File: config.mk
export PLATFORM = sky130hd
export DESIGN_NAME = bram_read_arbiter
export DESIGN_NICKNAME = d
export VERILOG_FILES = /design/src/rtl/bram_arb_pkg.sv /design/src/rtl/bram_arb_rsp_fifo.sv /design/src/rtl/bram_read_arbiter.sv
export SDC_FILE = /design/constraint.sdc
export NUM_CORES = 1
export LEC_CHECK = 0
export CORE_ASPECT_RATIO = 1.5
export CORE_MARGIN = 10
export CORE_UTILIZATION = 42
export DETAILED_ROUTE_END_ITERATION = 10
export PLACE_DENSITY_LB_ADDON = 0.12
export SETUP_SLACK_MARGIN = 0.1
export SLEW_MARGIN = 30
export SYNTH_ARGS = -nofsm -noshare
export SYNTH_HDL_FRONTEND = slang
export SYNTH_SLANG_ARGS = --single-unit
File: constraint.sdc
create_clock -name CLK -period 4.7 [get_ports CLK]
set_input_delay 1.41 -clock CLK [delete_from_list [all_inputs] [get_ports CLK]]
set_output_delay 1.41 -clock CLK [all_outputs]
set_load 0.02 [all_outputs]
File: src/rtl/bram_arb_pkg.sv
// Shared types for the two-client BRAM read arbiter: client ids, credit width
// and the issue-stage record carried from grant to data return.
package bram_arb_pkg;

   typedef logic [0:0] client_id_t;

   localparam int CREDIT_W     = 2;
   localparam int ISSUE_DATA_W = 32;

   typedef struct packed {
      logic                    valid;
      client_id_t              id;
      logic                    bypass;
      logic [ISSUE_DATA_W-1:0] data;
   } issue_t;

endpackage

File: src/rtl/bram_arb_rsp_fifo.sv
// Two-entry response FIFO with a registered head word; count is the occupancy.
// Callers only pop when valid and only push when a credit was reserved.
module bram_arb_rsp_fifo
   import bram_arb_pkg::*;
#(
   parameter int DATA_W = 32
) (
   input  logic                CLK,
   input  logic                RST,
   input  logic                push,
   input  logic [DATA_W-1:0]   data_in,
   input  logic                pop,
   output logic                valid,
   output logic [DATA_W-1:0]   data_out,
   output logic [CREDIT_W-1:0] count
);

   localparam logic [CREDIT_W-1:0] EMPTY = CREDIT_W'(0);
   localparam logic [CREDIT_W-1:0] ONE   = CREDIT_W'(1);
   localparam logic [CREDIT_W-1:0] FULL  = CREDIT_W'(2);

   logic [DATA_W-1:0] head;
   logic [DATA_W-1:0] tail;

   always_ff @(posedge CLK) begin
      if (RST) begin
         count <= EMPTY;
      end else begin
         count <= count + CREDIT_W'(push) - CREDIT_W'(pop);
      end
   end

   // Head is refilled from the tail on a full pop, or directly from the input
   // when the incoming word becomes the oldest entry.
   always_ff @(posedge CLK) begin
      if (pop && count == FULL) begin
         head <= tail;
      end else if (push && (count == EMPTY || (count == ONE && pop))) begin
         head <= data_in;
      end
      if (push && ((count == ONE && !pop) || (count == FULL && pop))) begin
         tail <= data_in;
      end
   end

   assign valid    = (count != EMPTY);
   assign data_out = head;

endmodule

File: src/rtl/bram_read_arbiter.sv
// Round-robin sharing of one registered-read BRAM port between two clients with
// credit-based response flow control, plus write pass-through with write-first bypass.
module bram_read_arbiter
   import bram_arb_pkg::*;
#(
   parameter int DATA_W    = 32,
   parameter int ADDR_W    = 9,
   parameter int RSP_DEPTH = 2
) (
   input  logic              CLK,
   input  logic              RST,
   input  logic              rd0_req_valid,
   input  logic [ADDR_W-1:0] rd0_req_addr,
   output logic              rd0_req_ready,
   output logic              rd0_rsp_valid,
   output logic [DATA_W-1:0] rd0_rsp_data,
   input  logic              rd0_rsp_ready,
   input  logic              rd1_req_valid,
   input  logic [ADDR_W-1:0] rd1_req_addr,
   output logic              rd1_req_ready,
   output logic              rd1_rsp_valid,
   output logic [DATA_W-1:0] rd1_rsp_data,
   input  logic              rd1_rsp_ready,
   input  logic              wr_valid,
   input  logic [ADDR_W-1:0] wr_addr,
   input  logic [DATA_W-1:0] wr_data,
   output logic              bram_read_enable,
   output logic [ADDR_W-1:0] bram_read_addr,
   input  logic [DATA_W-1:0] bram_read_data,
   output logic              bram_write_enable,
   output logic [ADDR_W-1:0] bram_write_addr,
   output logic [DATA_W-1:0] bram_write_data
);

   if (RSP_DEPTH != 2 || DATA_W != ISSUE_DATA_W) begin : gUnsupported
      $error("bram_read_arbiter: RSP_DEPTH must be 2 and DATA_W must match ISSUE_DATA_W");
   end

   localparam logic [CREDIT_W-1:0] CREDIT_MAX = CREDIT_W'(RSP_DEPTH);

   logic [1:0]          reqValid;
   logic [1:0]          rspReady;
   logic [1:0]          fifoValid;
   logic [1:0]          rspValid;
   logic [1:0]          pop;
   logic [1:0]          push;
   logic [1:0]          elig;
   logic [1:0]          grant;
   logic [ADDR_W-1:0]   reqAddr [2];
   logic [DATA_W-1:0]   rspData [2];
   logic [CREDIT_W-1:0] credits [2];
   logic [CREDIT_W-1:0] creditsAfterPop [2];
   logic [CREDIT_W-1:0] fifoCount [2];
   client_id_t          winner;
   client_id_t          lastGrant;
   logic                anyGrant;
   issue_t              issueNext;
   issue_t              issue_p0;
   logic [DATA_W-1:0]   retData_p1;

   assign reqValid   = {rd1_req_valid, rd0_req_valid};
   assign rspReady   = {rd1_rsp_ready, rd0_rsp_ready};
   assign reqAddr[0] = rd0_req_addr;
   assign reqAddr[1] = rd1_req_addr;

   // A response popped this cycle frees its credit for a same-cycle grant.
   always_comb begin
      rspValid        = '0;
      pop             = '0;
      elig            = '0;
      creditsAfterPop = '{default: '0};
      for (int c = 0; c < 2; c++) begin
         rspValid[c]        = fifoValid[c] & ~RST;
         pop[c]             = rspValid[c] & rspReady[c];
         creditsAfterPop[c] = credits[c] - CREDIT_W'(pop[c]);
         elig[c]            = reqValid[c] & (creditsAfterPop[c] < CREDIT_MAX) & ~RST;
      end
   end

   always_comb begin
      winner = 1'b0;
      if (elig[0] && elig[1]) begin
         winner = ~lastGrant;
      end else if (elig[1]) begin
         winner = 1'b1;
      end
      anyGrant = |elig;
      grant    = {anyGrant & winner, anyGrant & ~winner};
   end

   assign rd0_req_ready     = grant[0];
   assign rd1_req_ready     = grant[1];
   assign bram_read_enable  = anyGrant;
   assign bram_read_addr    = reqAddr[winner];
   assign bram_write_enable = wr_valid & ~RST;
   assign bram_write_addr   = wr_addr;
   assign bram_write_data   = wr_data;

   always_ff @(posedge CLK) begin
      if (RST) begin
         lastGrant <= 1'b1;
         credits   <= '{default: '0};
      end else begin
         if (anyGrant) begin
            lastGrant <= winner;
         end
         for (int c = 0; c < 2; c++) begin
            credits[c] <= credits[c] + CREDIT_W'(grant[c]) - CREDIT_W'(pop[c]);
            creditOverflow: assert (!(grant[c] && !pop[c] && credits[c] == CREDIT_MAX));
            creditCoversFifo: assert (fifoCount[c] <= credits[c]);
         end
      end
   end

   // Issue stage boundary: the same-cycle write is captured so later writes cannot leak in.
   always_comb begin
      issueNext        = '0;
      issueNext.valid  = anyGrant;
      issueNext.id     = winner;
      issueNext.bypass = wr_valid & (wr_addr == bram_read_addr);
      issueNext.data   = wr_data;
   end

   always_ff @(posedge CLK) begin
      issue_p0 <= issueNext;
      if (RST) begin
         issue_p0.valid <= 1'b0;
      end
   end

   // Return stage boundary: RAM data arrives, bypass overrides it, owner FIFO takes it.
   assign retData_p1 = issue_p0.bypass ? issue_p0.data : bram_read_data;
   assign push       = {issue_p0.valid & (issue_p0.id == 1'b1),
                        issue_p0.valid & (issue_p0.id == 1'b0)};

   for (genvar c = 0; c < 2; c++) begin : gClient
      bram_arb_rsp_fifo #(
         .DATA_W(DATA_W)
      ) uRspFifo (
         .CLK     (CLK),
         .RST     (RST),
         .push    (push[c]),
         .data_in (retData_p1),
         .pop     (pop[c]),
         .valid   (fifoValid[c]),
         .data_out(rspData[c]),
         .count   (fifoCount[c])
      );
   end

   assign rd0_rsp_valid = rspValid[0];
   assign rd1_rsp_valid = rspValid[1];
   assign rd0_rsp_data  = rspData[0];
   assign rd1_rsp_data  = rspData[1];

endmodule

=== Yosys cells after proc, flatten, opt, wreduce, memory -nomap -nowiden ===
Cells that the tools add are included.

* Add/subtract/negate cells: 10
* Order comparisons: 3
* Eq/ne operators: 5
* Mux-type cells: 10
* Bitwise gates (word level): 19
* Reductions and logical operators: 24

{| class="wikitable"
|+ Operator list
! kind !! number
|-
| $mux 32 || 5
|-
| $mux 9 || 3
|-
| $and 1x1->1 || 14
|-
| $sub 2x1->2 || 6
|-
| $logic_and 1x1->1 || 11
|-
| $eq 9x9->1 || 1
|-
| $add 2x1->2 || 4
|-
| $reduce_bool 2->1 || 4
|-
| $eq 2x1->1 const B || 2
|-
| $eq 2x2->1 const B || 2
|-
| $logic_not 2->1 || 2
|-
| $logic_or 1x1->1 || 4
|-
| $lt 2x2->1 const B || 2
|-
| $not 1->1 || 4
|-
| $ge 2x2->1 const B || 1
|-
| $logic_not 1->1 || 2
|-
| $mux 1 || 2
|-
| $not 1->2 || 1
|-
| $reduce_or 2->1 || 1
|}

* Bits in registers: 172
* Bits of input ports: 98
* Output and inout bits: 120
* Word-level logic and storage cells: 84

=== Logic depth before layout (Yosys ltp) ===
Gate-level depths: netlist (run 1).

* Depth in word-level cells: 15
* Depth in mapped cells: 11
* Gate-level depth less buffers: 11

=== Hierarchy ===
Synthesis (run 1) repeated with hierarchy kept, for this count alone.

* Cells, all modules: 421
* Area, all modules: 7230.7 um2

{| class="wikitable"
|+ Modules (own cells, without submodules)
! module !! times used !! cells each !! area an instance (um2) !! seq. area each (um2)
|-
| bram_arb_rsp_fifo || 2 || 115 || 2586.2 || 1961.9
|-
| bram_read_arbiter || 1 || 191 || 2058.2 || 800.8
|}

=== Worst setup path after synthesis (run 1) ===
OpenSTA, ideal clock, no wires.

* Kind: input to register
* Start: in RST
* End: reg gClient[1].uRspFifo.head[0] (enable)
* Setup time: 470 ps
* Arrival time: 4436 ps
* Data required time: 4230 ps
* Setup slack: -205 ps
* Stages on the path: 4
* Path buffers: 0
* Cells stage by stage: nor2_1 > and2_1 > nor2b_1 > o31ai_1

* Word-level cells in the longest chain between the ends: 7
* Elaborated cells on any way between the ends: 8
* Classes of those cells: 3 x bitwise; 5 x reduce/logical

{| class="wikitable"
|+ RTL lines
! what !! RTL line !! RTL
|-
| from (decl) || bram_read_arbiter.sv:11 || <nowiki>input logic RST,</nowiki>
|-
| $not 1->1 * || bram_read_arbiter.sv:73 || <nowiki>rspValid[c] = fifoValid[c] & ~RST;</nowiki>
|-
| $and 1x1->1 * || bram_read_arbiter.sv:73 ||
|-
| $and 1x1->1 * || bram_read_arbiter.sv:74 || <nowiki>pop[c] = rspValid[c] & rspReady[c];</nowiki>
|-
| $logic_and 1x1->1 || bram_arb_rsp_fifo.sv:38 || <nowiki>end else if (push && (count == EMPTY || (count == ONE && pop))) begin</nowiki>
|-
| $logic_or 1x1->1 || bram_arb_rsp_fifo.sv:38 ||
|-
| $logic_and 1x1->1 || bram_arb_rsp_fifo.sv:38 ||
|-
| $reduce_bool 2->1 (no source line) * || -- ||
|-
| to (signal assigned) || bram_arb_rsp_fifo.sv:37 || <nowiki>head <= tail;</nowiki>
|-
| to (signal assigned) || bram_arb_rsp_fifo.sv:39 || <nowiki>head <= data_in;</nowiki>
|-
| to (decl) || bram_arb_rsp_fifo.sv:22 || <nowiki>logic [DATA_W-1:0] head;</nowiki>
|}

Every way passes the cells marked *; elsewhere a longest branch is shown, timed or not.
A chain may end at the register's enable or synchronous reset.

=== Final worst setup path (run 1) ===
* Start: in rd0_rsp_ready
* End: out bram_read_addr[3]

* Word-level cells in the longest chain between the ends: 11

{| class="wikitable"
|+ RTL lines
! what !! RTL line !! RTL
|-
| from (decl) || bram_read_arbiter.sv:17 || <nowiki>input logic rd0_rsp_ready,</nowiki>
|-
| $and 1x1->1 || bram_read_arbiter.sv:74 ||
|-
| $sub 2x1->2 || bram_read_arbiter.sv:75 || <nowiki>creditsAfterPop[c] = credits[c] - CREDIT_W'(pop[c]);</nowiki>
|-
| $lt 2x2->1 || bram_read_arbiter.sv:76 || <nowiki>elig[c] = reqValid[c] & (creditsAfterPop[c] < CREDIT_MAX) & ~RST;</nowiki>
|-
| $and 1x1->1 (2 in a row) || bram_read_arbiter.sv:76 ||
|-
| $logic_and 1x1->1 || bram_read_arbiter.sv:82 || <nowiki>if (elig[0] && elig[1]) begin</nowiki>
|-
| $mux 1 || bram_read_arbiter.sv:82 ||
|-
| $not 1->2 (implied by the code) || bram_read_arbiter.sv:94 || <nowiki>assign bram_read_addr = reqAddr[winner];</nowiki>
|-
| $mux 9 (implied by the code) (3 in a row) || bram_read_arbiter.sv:94 ||
|-
| to (decl) || bram_read_arbiter.sv:28 || <nowiki>output logic [ADDR_W-1:0] bram_read_addr,</nowiki>
|}

Every way passes these cells. The select of a mux whose other input is x is not followed.

==> impl_metrics.env, run 1 <==
export IMPL_status="complete, no violations"
export IMPL_required_ns=3.29
export IMPL_root_buffer="clkbuf_16"
export IMPL_r2r_start="gClient[1].uRspFifo.count[1]$_SDFF_PP0_"
export IMPL_cts_sinks=172
export IMPL_cts_hold_buf=0
export IMPL_slew_viol_final=0
export IMPL_area_growth_pct=41.30
export IMPL_rrSetupSlack_ns=2.30
export IMPL_hold_path_class="flop to flop"
export IMPL_yosysWarningCount=0
export IMPL_via_per_inst=4.809
export IMPL_insertion_delay_ns=0.43
export IMPL_synthArstFlopShare=0
export IMPL_synthTopCellsByArea="edfxtp_1 (55%), dfxtp_1 (13%), a21oi_1 (5.0%)"
export IMPL_grt_ovfl_total=0
export IMPL_cts_tree="done"
export IMPL_grt_pass1_wl_um=26580
export IMPL_wire_per_inst_um=17.75
export IMPL_hold_ws_ns=0.5110
export IMPL_portBuffers=217
export IMPL_synthTopCellsByCount="edfxtp_1 (128), nor2_1 (73), a21oi_1 (69)"
export IMPL_max_cap_viol_count=0
export IMPL_layout_drive_gt1_share=0.1235
export IMPL_endpoint_kind="primary output"
export IMPL_core_area_um2=16260
export IMPL_clk_path_buf_depth=2
export IMPL_syn_avg_cell_area_um2=12.94
export IMPL_rsz0062_at_grt="true"
export IMPL_ant_nets=0
export IMPL_max_slew_margin_rel=0.4853
export IMPL_cp_start_kind="input pin"
export IMPL_synth_area_um2=6964
export IMPL_hold_depth=2
export IMPL_reg2regPathDepth=7
export IMPL_timing_fmax_ghz=0.2198
export IMPL_io_pins=218
export IMPL_post_route_drc_count=0
export IMPL_synth_most_common_cell="edfxtp_1"
export IMPL_finClkSkew_ns=0.007723
export IMPL_synth_top_area_frac=0.5519
export IMPL_num_antenna_cells=0
export IMPL_start_util=0.4283
export IMPL_synthCells=538
export IMPL_critical_path_class="input pin to primary output"
export IMPL_die_y_um=177.7
export IMPL_first_global_vias=5102
export IMPL_setup_ws_ns=0.1496
export IMPL_drtIter0Drc=281
export IMPL_gp_congestion=0.7436
export IMPL_dr_pass1_iters=4
export IMPL_yosysTopAreaCell="edfxtp_1"
export IMPL_grt_antenna_before_repair=0
export IMPL_synth_cell_types=35
export IMPL_ys_seq_elements=172
export IMPL_num_vias=4612
export IMPL_hold_viol_final=0
export IMPL_die_area_um2=22240
export IMPL_layout_min_cycle_time_ns=4.550
export IMPL_ctsHtreeMaxLevel=4
export IMPL_setup_viol=0
export IMPL_pwr_density_cell_nw_per_um2=418.7
export IMPL_grt_max_degree=43
export IMPL_yosysSeqAreaShare=0.6784
export IMPL_synth_nets=644
export IMPL_dp_hpwl_um=12360
export IMPL_wirelength_um=17020
export IMPL_dp_slack_ns=-0.7005
export IMPL_die_x_um=125.1
export IMPL_clkTransAtPathRegs_ns=0.06
export IMPL_synth_edf_count=128
export IMPL_min_to="lastGrant$_SDFFE_PP1N_"
export IMPL_numCtsBuffers=17
export IMPL_cp_arrival_ns=3.14
export IMPL_max_vdd_ir_drop_mv=0.2294
export IMPL_nNetsFinal=846
export IMPL_p_leak_nw=3.704
export IMPL_min_period_over_period=0.9682
export IMPL_placement_rows=57
export IMPL_synth_flop_cell="edfxtp_1"
export IMPL_grt_total_usage=0.1520
export IMPL_crit_fanout=5
export IMPL_hp_start="lastGrant$_SDFFE_PP1N_"
export IMPL_reg2reg_to="gClient[1].uRspFifo.data_out[14]$_DFFE_PP_"
export IMPL_worst_pin_slew_ns=0.7721
==> report_power, final <==
group	switching, W	internal, W	total [W]
combinational	0.000432	0.000379	0.000811
clock	0.000573	0.000885	0.00146
sequential	0.0000492	0.00180	0.00185
==> worst max path at each step <==
stage	cells after the start	end	startpoint
after floorplan	7	rd0_req_ready	RST
after global placement	10	bram_read_addr[6]	RST
after detailed placement	10	bram_read_addr[6]	RST
after CTS	8	bram_read_addr[3]	rd0_rsp_ready
after global routing	10	bram_read_addr[4]	rd0_rsp_ready
final	8	bram_read_addr[3]	rd0_rsp_ready
==> state kept, by name (all words and copies together) (netlist names) <==
name,flops
issue_p0,35
gClient.uRspFifo.tail,64
gClient.uRspFifo.data_out,64
lastGrant,1
gClient.uRspFifo.count,4
credits,4
==> kinds of logic after synthesis <==
logic type / after synthesis / share of synthesized area
flops: 172 / 0.6784
simple gates: 120 / 0.07510
compound gates: 77 / 0.06216
xor+xnor: 22 / 0.03144
buf+inv: 104 / 0.08678
mux: 35 / 0.05174
fa+ha+maj: 8 / 0.01437
==> area by class of cell <==
cell class	instances	area, um2
sequential	172	4728
multi-input combinational	262	1722
timing repair buffer	244	2337
tap	206	257.7
fill	1329	6420
clock buffer	20	467.9
clock inverter	12	161.4
inverter	43	166.4
==> what timing repair did <==
action | in CTS | in global routing
setup endpoints to repair | 12 | 3
buffers inserted | 6 | 0
pin swaps | 3 | 0
resized for setup | 57 | 3
==> stage by stage <==
| stage | utilization | TNS, ns | instances | total power [W] | cell area, um2 |
|---|---|---|---|---|---|
| CTS | 0.6053 | 0 | 959 | 0.004161 | 9842 |
| floorplan | - | 0 | 538 | 0.002285 | 6973 |
| global route | 0.6052 | 0 | 959 | 0.004299 | 9841 |
| detailed placement | 0.5630 | -7.207 | 921 | 0.002684 | 9155 |
| finish | 0.6052 | 0 | 959 | 0.004121 | 9841 |
| global placement | 0.5629 | -6.445 | 921 | 0.002666 | 9153 |
==> worst max-delay path, cell delays in order <==
cell             delay [ns]
clkdlybuf4s50_1        0.41
and2_4                 0.16
ha_4                   0.17
xor2_4                 0.16
o211ai_4               0.21
buf_12                 0.15
mux2_4                 0.30
buf_4                  0.16
==> cells in the final DEF (no fill, tap or decap), types with 2 or more instances in the layout <==
cell / Yosys / routed
clkdlybuf4s50_1: 0 / 204
edfxtp_1: 128 / 128
nor2_1: 73 / 73
a21oi_1: 69 / 66
dfxtp_1: 44 / 43
inv_1: 42 / 42
mux2i_1: 33 / 33
buf_4: 43 / 28
nand2_1: 25 / 24
clkbuf_16: 0 / 18
xnor2_1: 13 / 13
buf_2: 6 / 9
nor2b_1: 7 / 7
xor2_1: 7 / 7
ha_1: 8 / 6
clkinvlp_4: 0 / 6
clkinv_4: 0 / 3
and2_4: 0 / 3
bufinv_16: 0 / 3
nand2b_1: 2 / 2
mux2_4: 2 / 2
o211ai_1: 2 / 2
nand4_1: 2 / 2
nor4_1: 2 / 2
nand3b_1: 2 / 2
a21oi_4: 0 / 2
ha_4: 0 / 2
==> metal layers <==
layer / wire length (um) / vias up / track usage
met3: 1450 / 21 / 0.06659
met1: 6153 / 2205 / 0.1465
met2: 9132 / 177 / 0.2789
li1: - / 2209 / -
met4: 284 / 0 / 0.05727
met5: 0 / - / 0
Power figures use the tool's default switching activity.
==> run 2: changes to the inputs <==
--- a/config.mk
+++ b/config.mk
@@ -5,8 +5,8 @@
 export SDC_FILE = /design/constraint.sdc
 export NUM_CORES = 1
 export LEC_CHECK = 0
+export ABC_CLOCK_PERIOD_IN_PS = 4700
 export CORE_ASPECT_RATIO = 1.5
-export CORE_MARGIN = 10
 export CORE_UTILIZATION = 42
 export DETAILED_ROUTE_END_ITERATION = 10
 export PLACE_DENSITY_LB_ADDON = 0.12
==> impl_metrics.env, run 2 (synthesis results as in run 1) <==
export IMPL_dp_hpwl_um=10210
export IMPL_hold_viol_final=0
export IMPL_p_leak_nw=3.717
export IMPL_root_buffer="clkbuf_16"
export IMPL_grt_pass1_wl_um=23590
export IMPL_die_y_um=159.7
export IMPL_finClkSkew_ns=0.01063
export IMPL_pwr_density_cell_nw_per_um2=405.5
export IMPL_insertion_delay_ns=0.42
export IMPL_portBuffers=217
export IMPL_crit_fanout=7
export IMPL_final_util=0.6053
export IMPL_ctsHtreeMaxLevel=4
export IMPL_cp_startpoint="RST"
export IMPL_max_cap_viol_count=0
export IMPL_dp_slack_ns=-0.7115
export IMPL_grt_antenna_before_repair=0
export IMPL_cts_hold_buf=0
export IMPL_clk_path_buf_depth=2
export IMPL_cp_arrival_ns=3.13
export IMPL_wirelength_um=14950
export IMPL_endpoint_kind="primary output"
export IMPL_nNetsFinal=847
export IMPL_layout_commonest_cell="clkdlybuf4s50_1"
export IMPL_reg2regPathDepth=13
export IMPL_die_area_um2=17110
export IMPL_num_vias=4574
export IMPL_rrSetupSlack_ns=2.29
export IMPL_layout_min_cycle_time_ns=4.543
export IMPL_post_route_drc_count=0
export IMPL_required_ns=3.29
export IMPL_final_cell_mix="clkdlybuf4s50_1 (203), edfxtp_1 (128), nor2_1 (73), a21oi_1 (66), dfxtp_1 (43)"
export IMPL_die_x_um=107.1
export IMPL_area_growth_pct=40.71
export IMPL_worst_pin_slew_ns=0.6395
export IMPL_wire_per_inst_um=15.57
export IMPL_ant_nets=0
export IMPL_setup_worst_path_end="bram_read_addr[3]"
export IMPL_placement_rows=57
export IMPL_io_pins=218
export IMPL_grt_max_degree=45
export IMPL_status="complete, no violations"
export IMPL_drtIter0Drc=120
export IMPL_gp_congestion=0.7956
export IMPL_numCtsBuffers=17
export IMPL_max_slew_margin_rel=0.5737
export IMPL_setup_ws_ns=0.1566
export IMPL_slew_viol_final=0
export IMPL_fin_cells=960
export IMPL_reg2reg_to="credits[3]$_SDFF_PP0_"
export IMPL_hold_path_class="flop to flop"
export IMPL_setup_viol=0
export IMPL_num_antenna_cells=0
export IMPL_clkTransAtPathRegs_ns=0.07
export IMPL_r2r_start="gClient[1].uRspFifo.count[1]$_SDFF_PP0_"
export IMPL_placedCellCount=921
export IMPL_min_period_over_period=0.9667
export IMPL_cts_tree="done"
export IMPL_start_util=0.4302
export IMPL_grt_total_usage=0.1816
export IMPL_layout_drive_gt1_share=0.1220
export IMPL_rsz0062_at_grt="true"
export IMPL_max_vdd_ir_drop_mv=0.2232
export IMPL_via_per_inst=4.765
export IMPL_core_area_um2=16190
export IMPL_critical_path_class="input pin to primary output"
export IMPL_dr_pass1_iters=4
export IMPL_cp_start_kind="input pin"
export IMPL_cts_sinks=172
export IMPL_timing_fmax_ghz=0.2201
export IMPL_first_global_vias=4885
export IMPL_p_total_w=0.003973
export IMPL_grt_ovfl_total=0
==> run 2: changes by cell type in the layout (fill, tap and decap cells not counted), sizes merged <==
| cell | delta |
|---|---|
| dlygate4sd2 | -1 |
| buf | -1 |
| bufinv | -3 |
| clkinv | +2 |
| clkdlybuf4s50 | -1 |
| dlymetal6s2s | +1 |
| clkbuf | +3 |
| inv | +7 |
| clkinvlp | -6 |
==> run 2: per-stage QoR <==
| step | hold slack, ns | setup TNS, ns | area (um2) |
|---|---|---|---|
| finish | 0.5438 | 0 | 9799 |
| global placement | 0.5013 | -6.828 | 9178 |
| global route | 0.5797 | 0 | 9799 |
| detailed placement | 0.5018 | -7.747 | 9180 |
| floorplan | 0.4665 | 0 | 6973 |
| CTS | 0.5169 | 0 | 9824 |
==> run 2: how the worst min path moves through the flow <==
| stage | slack (ns) | from | end | cells after the start |
|---|---|---|---|---|
| floorplan | 0.47 | lastGrant$_SDFFE_PP1N_ | lastGrant$_SDFFE_PP1N_ | 2 |
| global placement | 0.50 | lastGrant$_SDFFE_PP1N_ | lastGrant$_SDFFE_PP1N_ | 2 |
| CTS | 0.52 | lastGrant$_SDFFE_PP1N_ | lastGrant$_SDFFE_PP1N_ | 2 |
| detailed placement | 0.50 | lastGrant$_SDFFE_PP1N_ | lastGrant$_SDFFE_PP1N_ | 2 |
| finish | 0.54 | lastGrant$_SDFFE_PP1N_ | lastGrant$_SDFFE_PP1N_ | 2 |
| global route | 0.58 | lastGrant$_SDFFE_PP1N_ | lastGrant$_SDFFE_PP1N_ | 2 |
==> run 2: where the power goes <==
group	internal [W]	total [W]	switching, W
clock	0.000724	0.00131	0.000587
sequential	0.00180	0.00185	0.0000466
combinational	0.000383	0.000813	0.000430
total	0.00291	0.00397	0.00106
==> run 2: layout make-up <==
cell class | instances | area [um2]
fillers | 1344 | 6390
repair buffers | 245 | 2369
clock inverters | 12 | 101.3
flip-flops and latches | 172 | 4728
multi-input cells | 262 | 1719
well taps | 206 | 257.7
clock buffers | 20 | 457.9
inverters | 43 | 166.4
==> run 2: critical path: stages <==
cell and delay (ns):
clkdlybuf4s15_1 0.24, nor2_1 0.09, and2_4 0.17, ha_4 0.17, xor2_4 0.16, o211ai_4 0.28
buf_12 0.16, mux2_4 0.30, buf_6 0.13
==> run 2: layer usage <==
layer | up-vias | track usage | wire [um]
met5 | - | 0 | 0
met4 | 0 | 0.04857 | 181
met3 | 14 | 0.05429 | 943
met2 | 153 | 0.3548 | 8423
met1 | 2190 | 0.1805 | 5397
li1 | 2217 | - | -
==> run 2: repair_timing <==
| action | in CTS | in global routing |
|---|---|---|
| setup endpoints to repair | 12 | 12 |
| gates resized for setup | 52 | 11 |
| endpoints found under the hold margin | 0 | 0 |
| setup buffers | 5 | 2 |
| pin swaps | 2 | 1 |
==> run 3: changes to the inputs <==
--- a/config.mk
+++ b/config.mk
@@ -6,6 +6,7 @@
 export NUM_CORES = 1
 export LEC_CHECK = 0
 export ABC_CLOCK_PERIOD_IN_PS = 4700
+export CAP_MARGIN = 20
 export CORE_ASPECT_RATIO = 1.5
 export CORE_UTILIZATION = 42
 export DETAILED_ROUTE_END_ITERATION = 10
==> results of run 3 <==
Same layout as run 2: the final DEF is identical, and so are final timing and power.
